**config.mk**
```make
export PLATFORM = sky130hd
export DESIGN_NAME = decoder_seq_n_flat
export DESIGN_NICKNAME = d
export VERILOG_FILES = /design/src/rtl/decoder_seq_n_if.sv /design/src/rtl/decoder_seq_n.sv /design/src/flat_wrapper.sv
export SDC_FILE = /design/constraint.sdc
export NUM_CORES = 1
export LEC_CHECK = 0
export CORE_AREA = 2 2 42 73
export CTS_CLUSTER_SIZE = 12
export DETAILED_ROUTE_END_ITERATION = 7
export DIE_AREA = 0 0 44 75
export PLACE_DENSITY = 0.68
export SYNTH_ARGS = -nofsm -noshare
export SYNTH_HDL_FRONTEND = slang
export SYNTH_SLANG_ARGS = --single-unit
```
**constraint.sdc**
```tcl
create_clock -name clk -period 1.7 [get_ports clk]
set_clock_uncertainty 0.15 [all_clocks]
set_input_delay 0.425 -clock clk [delete_from_list [all_inputs] [get_ports clk]]
set_output_delay 0.425 -clock clk [all_outputs]
set_load 0.05 [all_outputs]
```
**src/rtl/decoder_seq_n_if.sv**
```systemverilog
// decoder_seq_n_if: index handshake and decoded-output bundle
// master drives the index, slave is the decoder
interface decoder_seq_n_if #(
  parameter int N = 3
);
  localparam int W = 1 << N;

  logic         in_valid;
  logic         in_ready;
  logic [N-1:0] in;
  logic [W-1:0] out;
  logic         out_valid;
  logic [N-1:0] idx;
  logic         wrap;

  modport master (
    output in_valid,
    output in,
    input  in_ready,
    input  out,
    input  out_valid,
    input  idx,
    input  wrap
  );

  modport slave (
    input  in_valid,
    input  in,
    output in_ready,
    output out,
    output out_valid,
    output idx,
    output wrap
  );
endinterface

```
**src/rtl/decoder_seq_n.sv**
```systemverilog
// decoder_seq_n: registered N-to-2^N one-hot decoder
// DIRECT decodes a handshaked index, SCAN walks the bits
module decoder_seq_n #(
  parameter int N       = 3,
  parameter int DWELL_W = 4
) (
  input  logic               clk,
  input  logic               rst_n,
  input  logic               en,
  input  logic               mode,
  input  logic [DWELL_W-1:0] dwell,
  decoder_seq_n_if.slave     bus
);
  localparam int W = 1 << N;
  localparam logic [W-1:0] ONE = W'(1);

  typedef enum logic [1:0] {
    IDLE,
    DIRECT,
    SCAN
  } state_t;

  state_t             state_q;
  state_t             state_n;
  logic [W-1:0]       out_q;
  logic [W-1:0]       out_n;
  logic [N-1:0]       idx_q;
  logic [N-1:0]       idx_n;
  logic               ov_q;
  logic               ov_n;
  logic               wrap_q;
  logic               wrap_n;
  logic [DWELL_W-1:0] cnt_q;
  logic [DWELL_W-1:0] cnt_n;

  // state register
  always_ff @(posedge clk or negedge rst_n) begin
    if (!rst_n) state_q <= IDLE;
    else        state_q <= state_n;
  end

  // next state and next output values
  always_comb begin
    state_n = state_q;
    out_n   = out_q;
    idx_n   = idx_q;
    ov_n    = ov_q;
    wrap_n  = 1'b0;
    cnt_n   = cnt_q;
    if (!en) begin
      state_n = IDLE;
      out_n   = '0;
      ov_n    = 1'b0;
    end else if (mode) begin
      state_n = SCAN;
      if (state_q != SCAN) begin
        out_n = ONE;
        idx_n = '0;
        ov_n  = 1'b1;
        cnt_n = dwell;
      end else if (cnt_q == '0) begin
        idx_n  = idx_q + N'(1);
        out_n  = ONE << idx_n;
        wrap_n = (idx_q == {N{1'b1}});
        cnt_n  = dwell;
      end else begin
        cnt_n = cnt_q - DWELL_W'(1);
      end
    end else begin
      state_n = DIRECT;
      if (state_q == DIRECT && bus.in_valid) begin
        out_n = ONE << bus.in;
        idx_n = bus.in;
        ov_n  = 1'b1;
      end
    end
  end

  // registered outputs and dwell counter
  always_ff @(posedge clk or negedge rst_n) begin
    if (!rst_n) begin
      out_q  <= '0;
      idx_q  <= '0;
      ov_q   <= 1'b0;
      wrap_q <= 1'b0;
      cnt_q  <= '0;
    end else begin
      out_q  <= out_n;
      idx_q  <= idx_n;
      ov_q   <= ov_n;
      wrap_q <= wrap_n;
      cnt_q  <= cnt_n;
    end
  end

  assign bus.in_ready  = (state_q == DIRECT);
  assign bus.out       = out_q;
  assign bus.out_valid = ov_q;
  assign bus.idx       = idx_q;
  assign bus.wrap      = wrap_q;
endmodule
```
**src/flat_wrapper.sv**
```systemverilog
// flat-port wrapper written by rule: the top's interface ports become plain ports
module decoder_seq_n_flat 
#(
  parameter int N       = 3,
  parameter int DWELL_W = 4
)
  (clk, rst_n, en, mode, dwell, bus_in_valid, bus_in, bus_in_ready, bus_out, bus_out_valid, bus_idx, bus_wrap);
  decoder_seq_n_if #(.N(N)) bus_i ();
  input  logic clk;
  input  logic rst_n;
  input  logic en;
  input  logic mode;
  input  logic [DWELL_W-1:0] dwell;
  input wire logic [$bits(bus_i.in_valid)-1:0] bus_in_valid;
  input wire logic [$bits(bus_i.in)-1:0] bus_in;
  output wire logic [$bits(bus_i.in_ready)-1:0] bus_in_ready;
  output wire logic [$bits(bus_i.out)-1:0] bus_out;
  output wire logic [$bits(bus_i.out_valid)-1:0] bus_out_valid;
  output wire logic [$bits(bus_i.idx)-1:0] bus_idx;
  output wire logic [$bits(bus_i.wrap)-1:0] bus_wrap;
  assign bus_i.in_valid = bus_in_valid;
  assign bus_i.in = bus_in;
  assign bus_in_ready = bus_i.in_ready;
  assign bus_out = bus_i.out;
  assign bus_out_valid = bus_i.out_valid;
  assign bus_idx = bus_i.idx;
  assign bus_wrap = bus_i.wrap;
  decoder_seq_n #(.N(N), .DWELL_W(DWELL_W)) u_core (.clk(clk), .rst_n(rst_n), .en(en), .mode(mode), .dwell(dwell), .bus(bus_i));
endmodule
```
# == Word level (Yosys, flattened, before mapping) ==
# Index checks and enable logic that the tools add are counted.
# word_totals
reg_bits,19
latchBits,0
mem_bits_rw,0
romBits,0
out_inout_bits,14
memories,0
# op_classes
add_sub_neg,2
multipliers,0
div_mod_pow,0
n_lt_le_gt_ge,0
eq_ne,7
n_shift,2
n_mux,21
n_bitwise,0
reduce_logical,7
# op_table
operator,n
$mux W8,5
$shl A1 B3 Y8 const A,2
$mux W3,4
$mux W1,8
$mux W4,2
$ne A3 B1 Y1 const B,2
$reduce_and A2 Y1,3
$logic_not A4 Y1,1
$mux W2,2
$ne A4 B2 Y1 const B,1
$sub A4 B1 Y4 const B,1
$add A3 B1 Y3 const B,1
$eq A3 B3 Y1 const B,1
$ne A3 B2 Y1 const B,1
$reduce_and A3 Y1,1
$eq A2 B1 Y1 const B,1
$ne A2 B2 Y1 const B,1
$reduce_bool A2 Y1,1
$logic_and A1 B1 Y1,1

# == Longest topological paths before layout ==
# depth
word_depth,6
depth_mapped,6
ltp_nobuf,6

# == Least setup slack after synthesis ==
# Ideal clock, no wire load.
# synth_timing
path_kind,reg-to-reg
from,register u_core.idx_q[0] (netlist: u_core.bus.idx[0])
to,register u_core.out_q[3] (netlist: u_core.bus.out[3])
setup_ns,0.125
arrival_ns,1.706
t_required_ns,1.425
path_slack_ns,-0.281
stages_incl_launch_ff,6
n_path_buf,0
synth_period_minus_slack_ns,1.981
cell_sequence,dfrtp_1 ha_1 ha_1 nor3_1 a32o_1 mux2_4
# synth_via
elab_chain_len,6
# synth_rtl
element,line_no,source
"start, declared",decoder_seq_n.sv:27,logic [N-1:0] idx_q;
"start signal, assigned",decoder_seq_n.sv:89,idx_q <= idx_n;
$add A3 B1 Y3,decoder_seq_n.sv:62,idx_n = idx_q + N'(1);
$shl A1 B3 Y8,decoder_seq_n.sv:63,out_n = ONE << idx_n;
$mux W8,decoder_seq_n.sv:61,end else if (cnt_q == '0) begin
$mux W8,decoder_seq_n.sv:56,if (state_q != SCAN) begin
$mux W8,decoder_seq_n.sv:54,end else if (mode) begin
$mux W8,decoder_seq_n.sv:50,if (!en) begin
"end signal, assigned",decoder_seq_n.sv:88,out_q <= out_n;
"end, declared",decoder_seq_n.sv:25,logic [W-1:0] out_q;
# Every way passes these cells. The select of a mux whose other input is x is not followed.
# A chain may end at the register's enable or synchronous reset.

# == Worst setup path in the final report ==
# layout_timing
from,register u_core.cnt_q[0]
to,register u_core.out_q[0] (netlist: u_core.bus.out[0])
# layout_via
elab_chain_len,3
# layout_rtl
element,line_no,source
"start, declared",decoder_seq_n.sv:33,logic [DWELL_W-1:0] cnt_q;
"start signal, assigned",decoder_seq_n.sv:92,cnt_q <= cnt_n;
$logic_not A4 Y1,decoder_seq_n.sv:61,
$ne A4 B2 Y1 (no source line),n/a,
$reduce_and A2 Y1 (no source line),n/a,
# Every way passes these cells.

==> out/metrics.csv <==
metric;value;unit
cp.arrival;1.89;ns
grt_usage;0.222;
power.total;1.52;mW
ys_ff_latch;19;
slew_violations;0;
finalHoldViolCount;0;
cts_sinks;19;
dpl.hpwl;2540;um
path_delay_family;simple AND/OR/NAND/NOR gates;
drtIter0Drc;33;
core_area;2690;um^2
antenna_found_initial;0;
ys.flop_type;dfrtp_1;
io_pins;26;
grt_pass1_wl;5390;um
ir_drop;488;uV
die_area;3300;um^2
worst-path-max-fanout;4;
clock_latency;0.26;ns
rsz0062_at_grt;yes;
crit_slowest_cell;dfrtp_1;
yosysSeqAreaShare;0.417;
syn_nets;136;
synth_warnings;0;
p_per_area;797;nW/um^2
firstDrtPassIters;4;
wl;3460;um
ant_nets;0;
grt_pass1_vias;1203;
min_path_type;input port to async pin;
fin_setup_tns;-1.42;ns
r2r_slack;-0.20;ns
relSlewSlack;0.716;
tightest_slew;0.425;ns
syn_area_per_cell;9.84;um^2
port_buffers;25;
cts.path.max_buffers;2;
vias;1164;
r2r-start;u_core.cnt_q[0]$_DFFE_PN0P_;
synth_common_cells;dfrtp_1, a21oi_1, o21ai_0, ha_1;
grt_start_max_net_pins;20;
antenna_cells;0;
setup_viol_count_final;11;
layout-drive-gt1-share;0.424;
synth_edf_count;0;
h-tree-depth;1;
p_leak;0.843;nW
drc;0;
die_y;75;um
vias_per_cell;5.91;
worstPathRequired;1.69;ns
yosysMostFrequentCell;dfrtp_1;
root_buffer;clkbuf_8;
final_nets;191;
crit_start;u_core.cnt_q[0]$_DFFE_PN0P_;
fin_ws;-0.200;ns
cts_tree;yes;
clk_pin_slew;0.08;ns
cap_viol_max_count;0;
cp_num_buf_inv;1;
yosysTopAreaCellShare;0.417;
failed_checks;setup timing;
wl_per_cell;17.5;um
whs;0.357;ns
timing.fmax;526;MHz
synthToLayoutAreaGrowth;66.8;%
std_cell_rows;25;
status;finished with violations;
timing.final.crit_share;1.12;
place.gp.congestion;0.903;
die_w;44;um
fill_cells;200;
numCtsBuffers;3;
syn_area;1140;um^2
crit_type;flip-flop to flip-flop;
min_period;1.90;ns
cp-start-kind;flip-flop;
postSynthCellCount;116;
yosysTopAreaCell;dfrtp_1;
ys_types;35;
overflow;0;
worstPathCellList;inv_2 -> ha_4 -> or3b_4 -> a2bb2oi_4 -> nor2b_4 -> mux2_4;
synthTopCellsByArea;dfrtp_1, ha_1, a21oi_1;
initial_core_util;0.424;
end_kind;flip-flop;
slowest_delay;0.40;ns
async_flop_share;1.00;
-- routing by layer --
layer | part of all wire | global-route usage | vias to the layer above
li1 | - | - | 529
met1 | 0.37 | 0.247 | 572
met2 | 0.56 | 0.397 | 47
met3 | 0.037 | 0.0216 | 16
met4 | 0.034 | 0.131 | 0
met5 | 0 | 0 | -
-- kinds of logic (layout without fill, tap and decap cells) --
logic type	after synthesis	count (layout)	share of synthesized area
buffers and inverters	11	65	0.0384
adders and majority gates	8	8	0.0877
and+or+nand+nor	35	35	0.179
muxes	4	4	0.0526
AOI/OAI and AO/OA	39	39	0.226
DFF	19	19	0.417
-- cell usage in the layout, fill, tap and decap left out, drive strengths merged --
master         Yosys  layout
buf                2      43
dfrtp             19      19
a21oi             12      12
o21ai             11      11
clkdlybuf4s50      0       9
ha                 8       8
nand2              7       7
inv                7       7
nor2               6       6
nor2b              6       6
mux2               4       4
a31oi              4       4
clkbuf             2       4
a32oi              3       3
nor3               3       3
nand3              2       2
dlygate4sd2        0       2
nor3b              2       2
and3               2       2
nand2b             1       1
and3b              1       1
or3b               1       1
a2bb2oi            1       1
or3                1       1
a22oi              1       1
a32o               1       1
nand3b             1       1
o2bb2ai            1       1
o221ai             1       1
and2               1       1
nor4               1       1
o21a               1       1
o22ai              1       1
a211oi             1       1
a311oi             1       1
-- flip-flops by register name, summed over array words and instances, names as in the netlist --
register	count
u_core.bus.out	8
u_core.cnt_q	4
u_core.bus.wrap	1
u_core.state_q	2
u_core.bus.idx	3
u_core.bus.out_valid	1
-- report_power, final --
part / switching [mW] / internal, mW / total (mW)
clock: 0.151 / 0.167 / 0.317
combinational: 0.326 / 0.320 / 0.646
sequential: 0.0529 / 0.500 / 0.553
total: 0.529 / 0.987 / 1.52
-- through the flow --
stage	utilization	cells	area, um^2	setup WS, ns
final	0.707	197	1900	-0.200
after global routing	0.707	197	1900	-0.246
after CTS	0.684	194	1840	-0.200
after detailed placement	0.648	187	1740	-0.378
after global placement	0.648	187	1740	-0.353
after floorplan	-	116	1160	-0.173
-- final timing paths --
| kind | depth (start not counted) | end |
|---|---|---|
| hold / removal | 2 | u_core.state_q[1]$_DFF_PN0_ |
| max in group asynchronous | 2 | u_core.bus.idx[1]$_DFFE_PN0P_ |
| setup reg to reg | 6 | u_core.bus.out[0]$_DFFE_PN0P_ |
| hold reg to reg | 1 | u_core.bus.out[3]$_DFFE_PN0P_ |
| min in group clk | 1 | u_core.bus.out[3]$_DFFE_PN0P_ |
| setup / recovery | 6 | u_core.bus.out[0]$_DFFE_PN0P_ |
-- final cells by class --
| cell class | instances | area (um^2) | share of cell area |
|---|---|---|---|
| Sequential cell | 19 | 478 | 0.251 |
| Timing Repair Buffer | 54 | 609 | 0.320 |
| Multi-Input combinational cell | 86 | 711 | 0.373 |
| Clock buffer | 4 | 45.0 | 0.0237 |
| Tap cell | 27 | 33.8 | 0.0178 |
| Inverter | 7 | 26.3 | 0.0138 |
-- repair_timing --
action	CTS	global route
pin swaps	4	1
setup endpoints to repair	15	15
hold endpoints to repair	0	0
hold buffers	0	0
resized for setup	14	10
buffers inserted	3	3
No activity file was read; power rests on OpenSTA's default activity.
